## src/rtl/rename_table_pkg.sv

```systemverilog
// Shared constants, ROB state encoding and the renamed-slot record for the rename stage.
// Also hosts the source-operand select used by both rename slots.
package rename_table_pkg;

    localparam int LREG_NUM     = 32;
    localparam int LREG_WIDTH   = 5;
    localparam int PREG_WIDTH   = 6;
    localparam int FL_CNT_WIDTH = 6;
    localparam int RAT_RD_PORTS = 6;

    typedef enum logic [1:0] {
        ROB_STATE_IDLE     = 2'd0,
        ROB_STATE_ROLLBACK = 2'd1,
        ROB_STATE_WALK     = 2'd2
    } rob_state_e;

    typedef struct packed {
        logic                  valid;
        logic [PREG_WIDTH-1:0] prs1;
        logic [PREG_WIDTH-1:0] prs2;
        logic [PREG_WIDTH-1:0] prd;
        logic [PREG_WIDTH-1:0] old_prd;
    } rn_slot_t;

    // x0 always reads as p0; an older slot in the same bundle overrides the table.
    function automatic logic [PREG_WIDTH-1:0] src_sel(
        input logic [LREG_WIDTH-1:0] lrs,
        input logic [PREG_WIDTH-1:0] rat_prd,
        input logic                  byp_en,
        input logic [LREG_WIDTH-1:0] byp_lrd,
        input logic [PREG_WIDTH-1:0] byp_prd
    );
        if (lrs == '0)
            return '0;
        else if (byp_en && (lrs == byp_lrd))
            return byp_prd;
        else
            return rat_prd;
    endfunction

endpackage

```

## src/rtl/rename_table_rat_array.sv

```systemverilog
// Register alias table storage: async reads, two prioritized writes (port 1 wins),
// reset to the identity mapping and a single-cycle bulk load of the whole table.
module rat_array
    import rename_table_pkg::*;
#(
    parameter int NUM_ENTRIES = LREG_NUM,
    parameter int IDX_W       = LREG_WIDTH,
    parameter int DATA_W      = PREG_WIDTH,
    parameter int NUM_RD      = RAT_RD_PORTS
) (
    input  logic              clock,
    input  logic              reset,
    input  logic [IDX_W-1:0]  i_raddr     [NUM_RD],
    output logic [DATA_W-1:0] o_rdata     [NUM_RD],
    input  logic              i_wen0,
    input  logic [IDX_W-1:0]  i_waddr0,
    input  logic [DATA_W-1:0] i_wdata0,
    input  logic              i_wen1,
    input  logic [IDX_W-1:0]  i_waddr1,
    input  logic [DATA_W-1:0] i_wdata1,
    input  logic              i_bulk_load,
    input  logic [DATA_W-1:0] i_bulk_data [NUM_ENTRIES],
    output logic [DATA_W-1:0] o_table     [NUM_ENTRIES]
);

    logic [DATA_W-1:0] r_map [NUM_ENTRIES];

    always_ff @(posedge clock) begin
        if (reset) begin
            for (int i = 0; i < NUM_ENTRIES; i++)
                r_map[i] <= DATA_W'(i);
        end else if (i_bulk_load) begin
            r_map <= i_bulk_data;
        end else begin
            if (i_wen0)
                r_map[i_waddr0] <= i_wdata0;
            if (i_wen1)
                r_map[i_waddr1] <= i_wdata1;
        end
    end

    always_comb begin
        for (int k = 0; k < NUM_RD; k++)
            o_rdata[k] = r_map[i_raddr[k]];
    end

    assign o_table = r_map;

endmodule

```

## src/rtl/rename_table.sv

```systemverilog
// 2-wide rename stage: speculative/architectural RATs, freelist allocation with
// compaction, intra-bundle bypass, registered output, and ROB rollback/walk recovery.
module rename_table
    import rename_table_pkg::*;
(
    input  logic                    clock,
    input  logic                    reset,

    input  logic                    in_valid,
    output logic                    in_ready,
    input  logic                    instr0_valid,
    input  logic [LREG_WIDTH-1:0]   instr0_lrs1,
    input  logic [LREG_WIDTH-1:0]   instr0_lrs2,
    input  logic [LREG_WIDTH-1:0]   instr0_lrd,
    input  logic                    instr0_lrd_valid,
    input  logic                    instr1_valid,
    input  logic [LREG_WIDTH-1:0]   instr1_lrs1,
    input  logic [LREG_WIDTH-1:0]   instr1_lrs2,
    input  logic [LREG_WIDTH-1:0]   instr1_lrd,
    input  logic                    instr1_lrd_valid,

    output logic                    rn2fl_instr0_lrd_valid,
    output logic                    rn2fl_instr1_lrd_valid,
    input  logic [PREG_WIDTH-1:0]   fl2rn_instr0prd,
    input  logic [PREG_WIDTH-1:0]   fl2rn_instr1prd,
    input  logic [FL_CNT_WIDTH-1:0] fl2rn_free_count,

    output logic                    out_valid,
    input  logic                    out_ready,
    output logic                    out_instr0_valid,
    output logic [PREG_WIDTH-1:0]   out_instr0_prs1,
    output logic [PREG_WIDTH-1:0]   out_instr0_prs2,
    output logic [PREG_WIDTH-1:0]   out_instr0_prd,
    output logic [PREG_WIDTH-1:0]   out_instr0_old_prd,
    output logic                    out_instr1_valid,
    output logic [PREG_WIDTH-1:0]   out_instr1_prs1,
    output logic [PREG_WIDTH-1:0]   out_instr1_prs2,
    output logic [PREG_WIDTH-1:0]   out_instr1_prd,
    output logic [PREG_WIDTH-1:0]   out_instr1_old_prd,

    input  logic                    commit0_valid,
    input  logic                    commit0_need_to_wb,
    input  logic [LREG_WIDTH-1:0]   commit0_lrd,
    input  logic [PREG_WIDTH-1:0]   commit0_prd,
    input  logic                    commit1_valid,
    input  logic                    commit1_need_to_wb,
    input  logic [LREG_WIDTH-1:0]   commit1_lrd,
    input  logic [PREG_WIDTH-1:0]   commit1_prd,

    input  logic [1:0]              rob_state,
    input  logic                    walking_valid0,
    input  logic [LREG_WIDTH-1:0]   walking_lrd0,
    input  logic [PREG_WIDTH-1:0]   walking_prd0,
    input  logic                    walking_valid1,
    input  logic [LREG_WIDTH-1:0]   walking_lrd1,
    input  logic [PREG_WIDTH-1:0]   walking_prd1
);

    logic                  w_is_idle;
    logic                  w_is_rollback;
    logic                  w_is_walk;
    logic                  w_eff_wr0;
    logic                  w_eff_wr1;
    logic [1:0]            w_alloc_cnt;
    logic                  w_fire;
    logic [PREG_WIDTH-1:0] w_prd0;
    logic [PREG_WIDTH-1:0] w_prd1;
    rn_slot_t              w_slot0;
    rn_slot_t              w_slot1;

    logic                  r_out_valid;
    rn_slot_t              r_out0;
    rn_slot_t              r_out1;

    logic [LREG_WIDTH-1:0] w_spec_raddr [RAT_RD_PORTS];
    logic [PREG_WIDTH-1:0] w_spec_rdata [RAT_RD_PORTS];
    logic                  w_spec_wen0;
    logic [LREG_WIDTH-1:0] w_spec_waddr0;
    logic [PREG_WIDTH-1:0] w_spec_wdata0;
    logic                  w_spec_wen1;
    logic [LREG_WIDTH-1:0] w_spec_waddr1;
    logic [PREG_WIDTH-1:0] w_spec_wdata1;
    logic [PREG_WIDTH-1:0] w_spec_table_unused [LREG_NUM];

    logic [LREG_WIDTH-1:0] w_arch_raddr [RAT_RD_PORTS];
    logic [PREG_WIDTH-1:0] w_arch_rdata_unused [RAT_RD_PORTS];
    logic                  w_arch_wen0;
    logic                  w_arch_wen1;
    logic [PREG_WIDTH-1:0] w_arch_table [LREG_NUM];

    assign w_is_idle     = (rob_state == ROB_STATE_IDLE);
    assign w_is_rollback = (rob_state == ROB_STATE_ROLLBACK);
    assign w_is_walk     = (rob_state == ROB_STATE_WALK);

    assign w_eff_wr0   = instr0_valid && instr0_lrd_valid && (instr0_lrd != '0);
    assign w_eff_wr1   = instr1_valid && instr1_lrd_valid && (instr1_lrd != '0);
    assign w_alloc_cnt = {1'b0, w_eff_wr0} + {1'b0, w_eff_wr1};

    assign in_ready = w_is_idle && (!r_out_valid || out_ready)
                   && (fl2rn_free_count >= FL_CNT_WIDTH'(w_alloc_cnt));
    assign w_fire   = in_valid && in_ready;

    // The freelist pops from port 0 first, so a lone slot-1 destination takes head 0.
    assign rn2fl_instr0_lrd_valid = w_fire && (w_eff_wr0 || w_eff_wr1);
    assign rn2fl_instr1_lrd_valid = w_fire && w_eff_wr0 && w_eff_wr1;

    assign w_prd0 = w_eff_wr0 ? fl2rn_instr0prd : '0;
    assign w_prd1 = !w_eff_wr1 ? '0 : (w_eff_wr0 ? fl2rn_instr1prd : fl2rn_instr0prd);

    always_comb begin
        w_spec_raddr[0] = instr0_lrs1;
        w_spec_raddr[1] = instr0_lrs2;
        w_spec_raddr[2] = instr1_lrs1;
        w_spec_raddr[3] = instr1_lrs2;
        w_spec_raddr[4] = instr0_lrd;
        w_spec_raddr[5] = instr1_lrd;
        for (int k = 0; k < RAT_RD_PORTS; k++)
            w_arch_raddr[k] = '0;
    end

    always_comb begin
        w_slot0 = '0;
        w_slot1 = '0;
        if (instr0_valid) begin
            w_slot0.valid   = 1'b1;
            w_slot0.prs1    = src_sel(instr0_lrs1, w_spec_rdata[0], 1'b0, '0, '0);
            w_slot0.prs2    = src_sel(instr0_lrs2, w_spec_rdata[1], 1'b0, '0, '0);
            w_slot0.prd     = w_prd0;
            w_slot0.old_prd = w_eff_wr0 ? w_spec_rdata[4] : '0;
        end
        if (instr1_valid) begin
            w_slot1.valid = 1'b1;
            w_slot1.prs1  = src_sel(instr1_lrs1, w_spec_rdata[2], w_eff_wr0, instr0_lrd, w_prd0);
            w_slot1.prs2  = src_sel(instr1_lrs2, w_spec_rdata[3], w_eff_wr0, instr0_lrd, w_prd0);
            w_slot1.prd   = w_prd1;
            if (w_eff_wr1)
                w_slot1.old_prd = (w_eff_wr0 && (instr1_lrd == instr0_lrd)) ? w_prd0
                                                                            : w_spec_rdata[5];
        end
    end

    // Rename writes in IDLE, walk replays in WALK; ROLLBACK uses the bulk load instead.
    always_comb begin
        w_spec_wen0   = 1'b0;
        w_spec_waddr0 = instr0_lrd;
        w_spec_wdata0 = w_prd0;
        w_spec_wen1   = 1'b0;
        w_spec_waddr1 = instr1_lrd;
        w_spec_wdata1 = w_prd1;
        if (w_is_walk) begin
            w_spec_wen0   = walking_valid0 && (walking_lrd0 != '0);
            w_spec_waddr0 = walking_lrd0;
            w_spec_wdata0 = walking_prd0;
            w_spec_wen1   = walking_valid1 && (walking_lrd1 != '0);
            w_spec_waddr1 = walking_lrd1;
            w_spec_wdata1 = walking_prd1;
        end else begin
            w_spec_wen0 = w_fire && w_eff_wr0;
            w_spec_wen1 = w_fire && w_eff_wr1;
        end
    end

    assign w_arch_wen0 = commit0_valid && commit0_need_to_wb && (commit0_lrd != '0);
    assign w_arch_wen1 = commit1_valid && commit1_need_to_wb && (commit1_lrd != '0);

    rat_array u_spec_rat (
        .clock       (clock),
        .reset       (reset),
        .i_raddr     (w_spec_raddr),
        .o_rdata     (w_spec_rdata),
        .i_wen0      (w_spec_wen0),
        .i_waddr0    (w_spec_waddr0),
        .i_wdata0    (w_spec_wdata0),
        .i_wen1      (w_spec_wen1),
        .i_waddr1    (w_spec_waddr1),
        .i_wdata1    (w_spec_wdata1),
        .i_bulk_load (w_is_rollback),
        .i_bulk_data (w_arch_table),
        .o_table     (w_spec_table_unused)
    );

    // Bulk load is never asserted here, so feeding back its own table is harmless.
    rat_array u_arch_rat (
        .clock       (clock),
        .reset       (reset),
        .i_raddr     (w_arch_raddr),
        .o_rdata     (w_arch_rdata_unused),
        .i_wen0      (w_arch_wen0),
        .i_waddr0    (commit0_lrd),
        .i_wdata0    (commit0_prd),
        .i_wen1      (w_arch_wen1),
        .i_waddr1    (commit1_lrd),
        .i_wdata1    (commit1_prd),
        .i_bulk_load (1'b0),
        .i_bulk_data (w_arch_table),
        .o_table     (w_arch_table)
    );

    always_ff @(posedge clock) begin
        if (reset) begin
            r_out_valid <= 1'b0;
            r_out0      <= '0;
            r_out1      <= '0;
        end else if (w_is_rollback) begin
            r_out_valid <= 1'b0;
        end else if (w_fire) begin
            r_out_valid <= 1'b1;
            r_out0      <= w_slot0;
            r_out1      <= w_slot1;
        end else if (out_ready) begin
            r_out_valid <= 1'b0;
        end
    end

    assign out_valid          = r_out_valid;
    assign out_instr0_valid   = r_out0.valid;
    assign out_instr0_prs1    = r_out0.prs1;
    assign out_instr0_prs2    = r_out0.prs2;
    assign out_instr0_prd     = r_out0.prd;
    assign out_instr0_old_prd = r_out0.old_prd;
    assign out_instr1_valid   = r_out1.valid;
    assign out_instr1_prs1    = r_out1.prs1;
    assign out_instr1_prs2    = r_out1.prs2;
    assign out_instr1_prd     = r_out1.prd;
    assign out_instr1_old_prd = r_out1.old_prd;

endmodule

```

## config.mk

```make
export PLATFORM = sky130hd
export DESIGN_NAME = rename_table
export DESIGN_NICKNAME = d
export VERILOG_FILES = /design/src/rtl/rename_table_pkg.sv /design/src/rtl/rename_table_rat_array.sv /design/src/rtl/rename_table.sv
export SDC_FILE = /design/constraint.sdc
export NUM_CORES = 2
export LEC_CHECK = 0
export ABC_AREA = 1
export BUFFER_PORTS_ARGS = -buffer_cell sky130_fd_sc_hd__buf_2
export CORE_MARGIN = 5
export CORE_UTILIZATION = 41
export CTS_CLUSTER_SIZE = 40
export DETAILED_ROUTE_END_ITERATION = 7
export GPL_TIMING_DRIVEN = 1
export SETUP_SLACK_MARGIN = 0.02
export SKIP_LAST_GASP = 1
export SYNTH_ARGS = -nofsm -noshare
export SYNTH_HDL_FRONTEND = slang
export SYNTH_SLANG_ARGS = --single-unit
```

## constraint.sdc

```tcl
create_clock -name clock -period 5.1 [get_ports clock]
set_clock_uncertainty 0.15 [all_clocks]
set_input_delay 1.53 -clock clock [delete_from_list [all_inputs] [get_ports clock]]
set_output_delay 1.53 -clock clock [all_outputs]
set_load 0.1 [all_outputs]
```

## Word level (Yosys, flattened, before mapping)

Index checks and enable logic that the tools add are counted.

- Bits in writable memories: 0
- Register bits: 435
- Logic and storage cells: 208
- Bits in latches: 0
- Memories: 0
- Input bits: 108
- Bits in read-only memories: 0
- Output and inout bits: 54

- Multipliers: 0
- $add $sub $neg: 1
- Mux-type cells: 60
- Shift-type cells: 0
- Magnitude comparators: 15
- Bitwise gates (word level): 11
- Reduce and logical (&&, ||, !) cells: 41
- Eq/ne operators: 5
- Divide/modulo/power cells: 0

Operators with widths:

| kind | count |
|---|---|
| $mux W192 | 8 |
| $bwmux W192 | 4 |
| $bmux W6 S5 | 6 |
| $mux W6 | 30 |
| $demux W6 S5 | 4 |
| $ge A6 B6 Y1 const B | 10 |
| $not A5 Y6 | 10 |
| $mux W25 | 2 |
| $reduce_bool A5 Y1 | 6 |
| $logic_and A1 B1 Y1 | 24 |
| $lt A6 B1 Y1 const B | 4 |
| $logic_not A5 Y1 | 4 |
| $eq A5 B5 Y1 | 3 |
| $mux W5 | 2 |
| $ge A6 B2 Y1 | 1 |
| $mux W1 | 4 |
| $add A1 B1 Y2 | 1 |
| $eq A2 B1 Y1 const B | 1 |
| $eq A2 B2 Y1 const B | 1 |
| $logic_not A2 Y1 | 1 |
| $logic_or A1 B1 Y1 | 2 |
| $reduce_and A2 Y1 | 1 |
| $reduce_bool A2 Y1 | 1 |
| $reduce_or A2 Y1 | 1 |
| other kinds (2) | 2 |

## Logic depth before layout (Yosys ltp)

- Word-level depth: 14
- Gate-level depth with buffers: 20
- Mapped depth without buffers: 16

## Hierarchy

A second synthesis with hierarchy kept.

- Cell total of the unflattened synthesis: 9489
- Area, all modules: 47251.6 µm²

By module, submodules not included:

| module | sequential area each (µm²) | area each (µm²) | cells each | instances |
|---|---|---|---|---|
| rat_array | 3843.7 | 22111.2 | 4500 | 2 |
| rename_table | 1021.0 | 3029.2 | 489 | 1 |

## Worst setup path before layout

Ideal clock, no wire load.

- Path type: in2out
- Start point: input instr0_lrd[1]
- End point: output rn2fl_instr0_lrd_valid
- Required time: 3.420 ns
- Stages: 15
- Buffers on the path: 3
- Slack: -2.111 ns
- Arrival: 5.531 ns
- Path through: buf_2 nor2_4 nand4_1 nand2_1 buf_2 ha_1 ha_1 inv_1 nand2_1 nand2_1 nand3_1 and2_1 nand2_1 clkbuf_1 nor2_1

- Longest elaborated chain between the ends: 7
- Elaborated cells between the ends (all ways): 8
- Those cells by class: add/sub (1); order compare (1); reduce/logical (6)

Ends and longest elaborated chain:

| item | RTL line | text |
|---|---|---|
| start, declared | rename_table.sv:14 | `input logic [LREG_WIDTH-1:0] instr0_lrd,` |
| $reduce_bool A5 Y1 | rename_table.sv:95 | `assign w_eff_wr0 = instr0_valid && instr0_lrd_valid && (instr0_lrd != '0);` |
| $logic_and A1 B1 Y1 | rename_table.sv:95 |  |
| $add A1 B1 Y2 | rename_table.sv:97 | `assign w_alloc_cnt = {1'b0, w_eff_wr0} + {1'b0, w_eff_wr1};` |
| $ge A6 B2 Y1 | rename_table.sv:100 | `&& (fl2rn_free_count >= FL_CNT_WIDTH'(w_alloc_cnt));` |
| $logic_and A1 B1 Y1 | rename_table.sv:100 |  |
| named net in_ready | rename_table.sv:10 | `output logic in_ready,` |
| $logic_and A1 B1 Y1 | rename_table.sv:101 | `assign w_fire = in_valid && in_ready;` |
| $logic_and A1 B1 Y1 | rename_table.sv:104 | `assign rn2fl_instr0_lrd_valid = w_fire && (w_eff_wr0 \|\| w_eff_wr1);` |
| end, declared | rename_table.sv:22 | `output logic rn2fl_instr0_lrd_valid,` |

The timed path passes the listed nets, and every way through them passes these cells.

## Worst setup path in the final report

- Start point: input instr1_lrd[1]
- End point: output rn2fl_instr0_lrd_valid

- Longest elaborated chain between the ends: 7
- Elaborated cells between the ends (all ways): 8
- Those cells by class: add/sub (1); order compare (1); reduce/logical (6)

Ends and longest elaborated chain:

| item | RTL line | text |
|---|---|---|
| start, declared | rename_table.sv:19 | `input logic [LREG_WIDTH-1:0] instr1_lrd,` |
| $reduce_bool A5 Y1 * | rename_table.sv:96 | `assign w_eff_wr1 = instr1_valid && instr1_lrd_valid && (instr1_lrd != '0);` |
| $logic_and A1 B1 Y1 * | rename_table.sv:96 |  |
| $add A1 B1 Y2 | rename_table.sv:97 |  |
| $ge A6 B2 Y1 | rename_table.sv:100 |  |
| $logic_and A1 B1 Y1 | rename_table.sv:100 |  |
| $logic_and A1 B1 Y1 | rename_table.sv:101 |  |
| $logic_and A1 B1 Y1 * | rename_table.sv:104 |  |

Mark *: on every way between the ends. The rest lies on a longest branch, timed or not.

==> results.md <==
- Design area: between 30000 and 40000 um2
- H-Tree Depth: 2
- Die Area: ~86000 um2
- Peak VDD IR: 250 uV
- Post-synthesis register bit count: 435
- Final setup fails: 0
- Post-cts sizing count: 0
- WP data required: roughly 3400 ps
- Final hold slack: 269 ps
- Hold Fails Final Rpt: 0
- Ys flop type: dfxtp_1
- Syn Inst Count: roughly 5800
- Area Overhead vs Synth: 9.46%
- CTS Sinks: approximately 440
- Clk root buf: clkbuf_16
- Slew headroom: 32.1%
- Final core occ: between 40% and 50%
- First-pass GRT wire length: between 200000 and 250000 um
- GPL Wtd Cong: roughly 1.0
- Commonest non-fill, non-tap cell in the layout: nand2_1
- Setup crit start kind: primary input
- Violated checks: DRC
- HP Class: register to register
- Worst-Skew Late Latency: 660 ps
- Via count of the routed design: around 41000
- RSZ-0062 raised after global routing: no
- Port bufs: around 160
- Cts bufs inserted: 51
- Synth warnings: 0
- Setup TNS: 0 ps
- # nets final: 5719
- Die W: 294 um
- Syn_nets: around 6000
- Core region area: 80300 um2
- Status: finished, violations left
- Residual DRC: 3
- Worst-path maximum fanout: 3
- Clock-pin slew on the worst setup and hold paths: ~60 ps
- Filler cells: approximately 8600
- Row Count: 104
- Setup Fix Bufs, Post-CTS: 0
- Total grt overflow: 0
- EDFF count, synth: 0
- Netlist cell types: 42
- Leak: between 15 and 20 nW
- Boundary pin count: 162
- CTS max path bufs: 3
- Initial core utilization: 41.2%
- Initial DRC Count: ~7000
- Layout cell share with drive strength beyond 1: 7.49%
- R2R setup slack: between 2000 and 2500 ps
- Die Y: between 200 and 300 um
- Fmax: roughly 200 MHz
- DR WL/cell: ~26 um
- Asr flop ratio synth: 0%
- Max-Cap Viols: 0
- Sequential fraction of the synthesis area: a little over a quarter
- Antenna-violating nets left: 0
- All-layer global routing usage: between 30% and 40%
- Power Density: about 260 nW/um2
- Initial antenna violation count: 3
- Worst-Margin Slew: between 1000 and 1500 ps
- Vias in the first global route: about 35000
- Fin crit period: 4990 ps
- Tcrit/Tclk final: a little over nine tenths
- Vias per cell: 6.16
- Pins Over Slew Limit: 0
- Syn Std Cell Area: ~33000 um2
- Largest net degree at the start of global routing: 157
- Mean post-synth cell area: around 5.7 um2
- CTS tree: built
- Worst setup EP type: output pin
- Routed wire length: 175000 um
- Hold buffer count at cts: 0
- Critical Path AT: between 3000 and 4000 ps
- Commonest non-fill, non-tap cells in the layout: 1359 x nand2_1, 747 x a21oi_1, 696 x o21ai_0
- Final HPWL DP: 124000 um
- 1st-pass router iterations: 8
- CP Class: primary input to output pin
- Placed cell area: 34500 um2
## routing by layer
metal  track usage [%]  vias up  routed length [um]
li1                  -    19227                   -
met1              55.0    18871               70200
met2              54.0     2775               70200
met3              7.54      474               23900
met4              18.8        0               10600
met5                 0        -                   0
## critical path: stages
cell and delay [ps]:
buf_2 190, nor2_1 160, nand3_1 80, nand2_1 130
ha_4 220, ha_4 250, inv_1 30, nand2_1 50
nand2_1 60, nand3_2 90, and2_4 160, nand2_4 60
nor2_4 120, buf_12 180
## cell families (layout without fill, tap and decap cells)
logic type	after synthesis	after routing	synth area share, %
and+or+nand+nor	2623	2623	32.6
AOI/OAI and AO/OA	1844	1844	30.8
other	0	1	0
muxes	1	1	0.0303
adders and majority gates	4	4	0.151
DFF	435	435	26.3
xor gates and xnor gates	9	9	0.238
buffers and inverters	840	732	9.82
## flip-flops by register name, indices dropped and copies added (netlist names)
signal and count:
out_instr0_prs2 6, out_valid 1, out_instr1_old_prd 6, out_instr0_valid 1, out_instr0_old_prd 6, out_instr1_prs2 6
out_instr1_valid 1, u_spec_rat.o_table 192, out_instr1_prd 6, out_instr1_prs1 6, out_instr0_prs1 6, u_arch_rat.o_table 192
out_instr0_prd 6
## cell type report
cell class              count  area, um2  share of cell area (%)
diodes                      1       2.50                 0.00691
clock buffers              74       1510                    4.18
clock inverters            20        219                   0.605
inverters                 369       1390                    3.83
multi-input cells        4481      21200                    58.5
flip-flops and latches    435       8710                    24.0
well taps                1060       1330                    3.66
repair buffers            269       1860                    5.14
## where the power goes
part / internal (mW) / total, mW / switching (mW)
clock: 2.17 / 3.82 / 1.65
sequential: 3.47 / 3.63 / 0.154
combinational: 0.499 / 1.99 / 1.49
## path summary, 6_finish.rpt
| kind | start | to | cells past startpoint |
|---|---|---|---|
| setup reg to reg | out_valid | out_instr0_prs1[5] | 11 |
| hold reg to reg | u_arch_rat.o_table[191] | u_arch_rat.o_table[191] | 2 |
| setup / recovery | instr1_lrd[1] | rn2fl_instr0_lrd_valid | 14 |
| hold / removal | u_arch_rat.o_table[191] | u_arch_rat.o_table[191] | 2 |
## cells in the mapped netlist, drive strengths merged (7+ instances only)
| cell type | number | share of area (%) |
|---|---|---|
| nand3 | 510 | 7.7 |
| clkinv | 18 | 0.20 |
| nor2 | 651 | 7.6 |
| nand2 | 1376 | 16 |
| dfxtp | 435 | 26 |
| buf | 99 | 1.4 |
| nand4 | 62 | 1.2 |
| nor3 | 19 | 0.29 |
| inv | 351 | 4.0 |
| o221ai | 7 | 0.19 |
| a21oi | 748 | 11 |
| clkbuf | 372 | 4.2 |
| o211ai | 313 | 7.1 |
| o22ai | 35 | 0.66 |
| o21ai | 713 | 11 |
| a221oi | 10 | 0.26 |
## stage by stage
stage,worst slack (ps),instances,power [mW]
finish,109,6709,9.44
global route,54.4,6708,9.69
CTS,113,6708,9.37
detailed placement,115,6614,5.60
global placement,105,6614,5.59
floorplan,-489,5756,4.81
No activity file was read; power rests on OpenSTA's default activity.
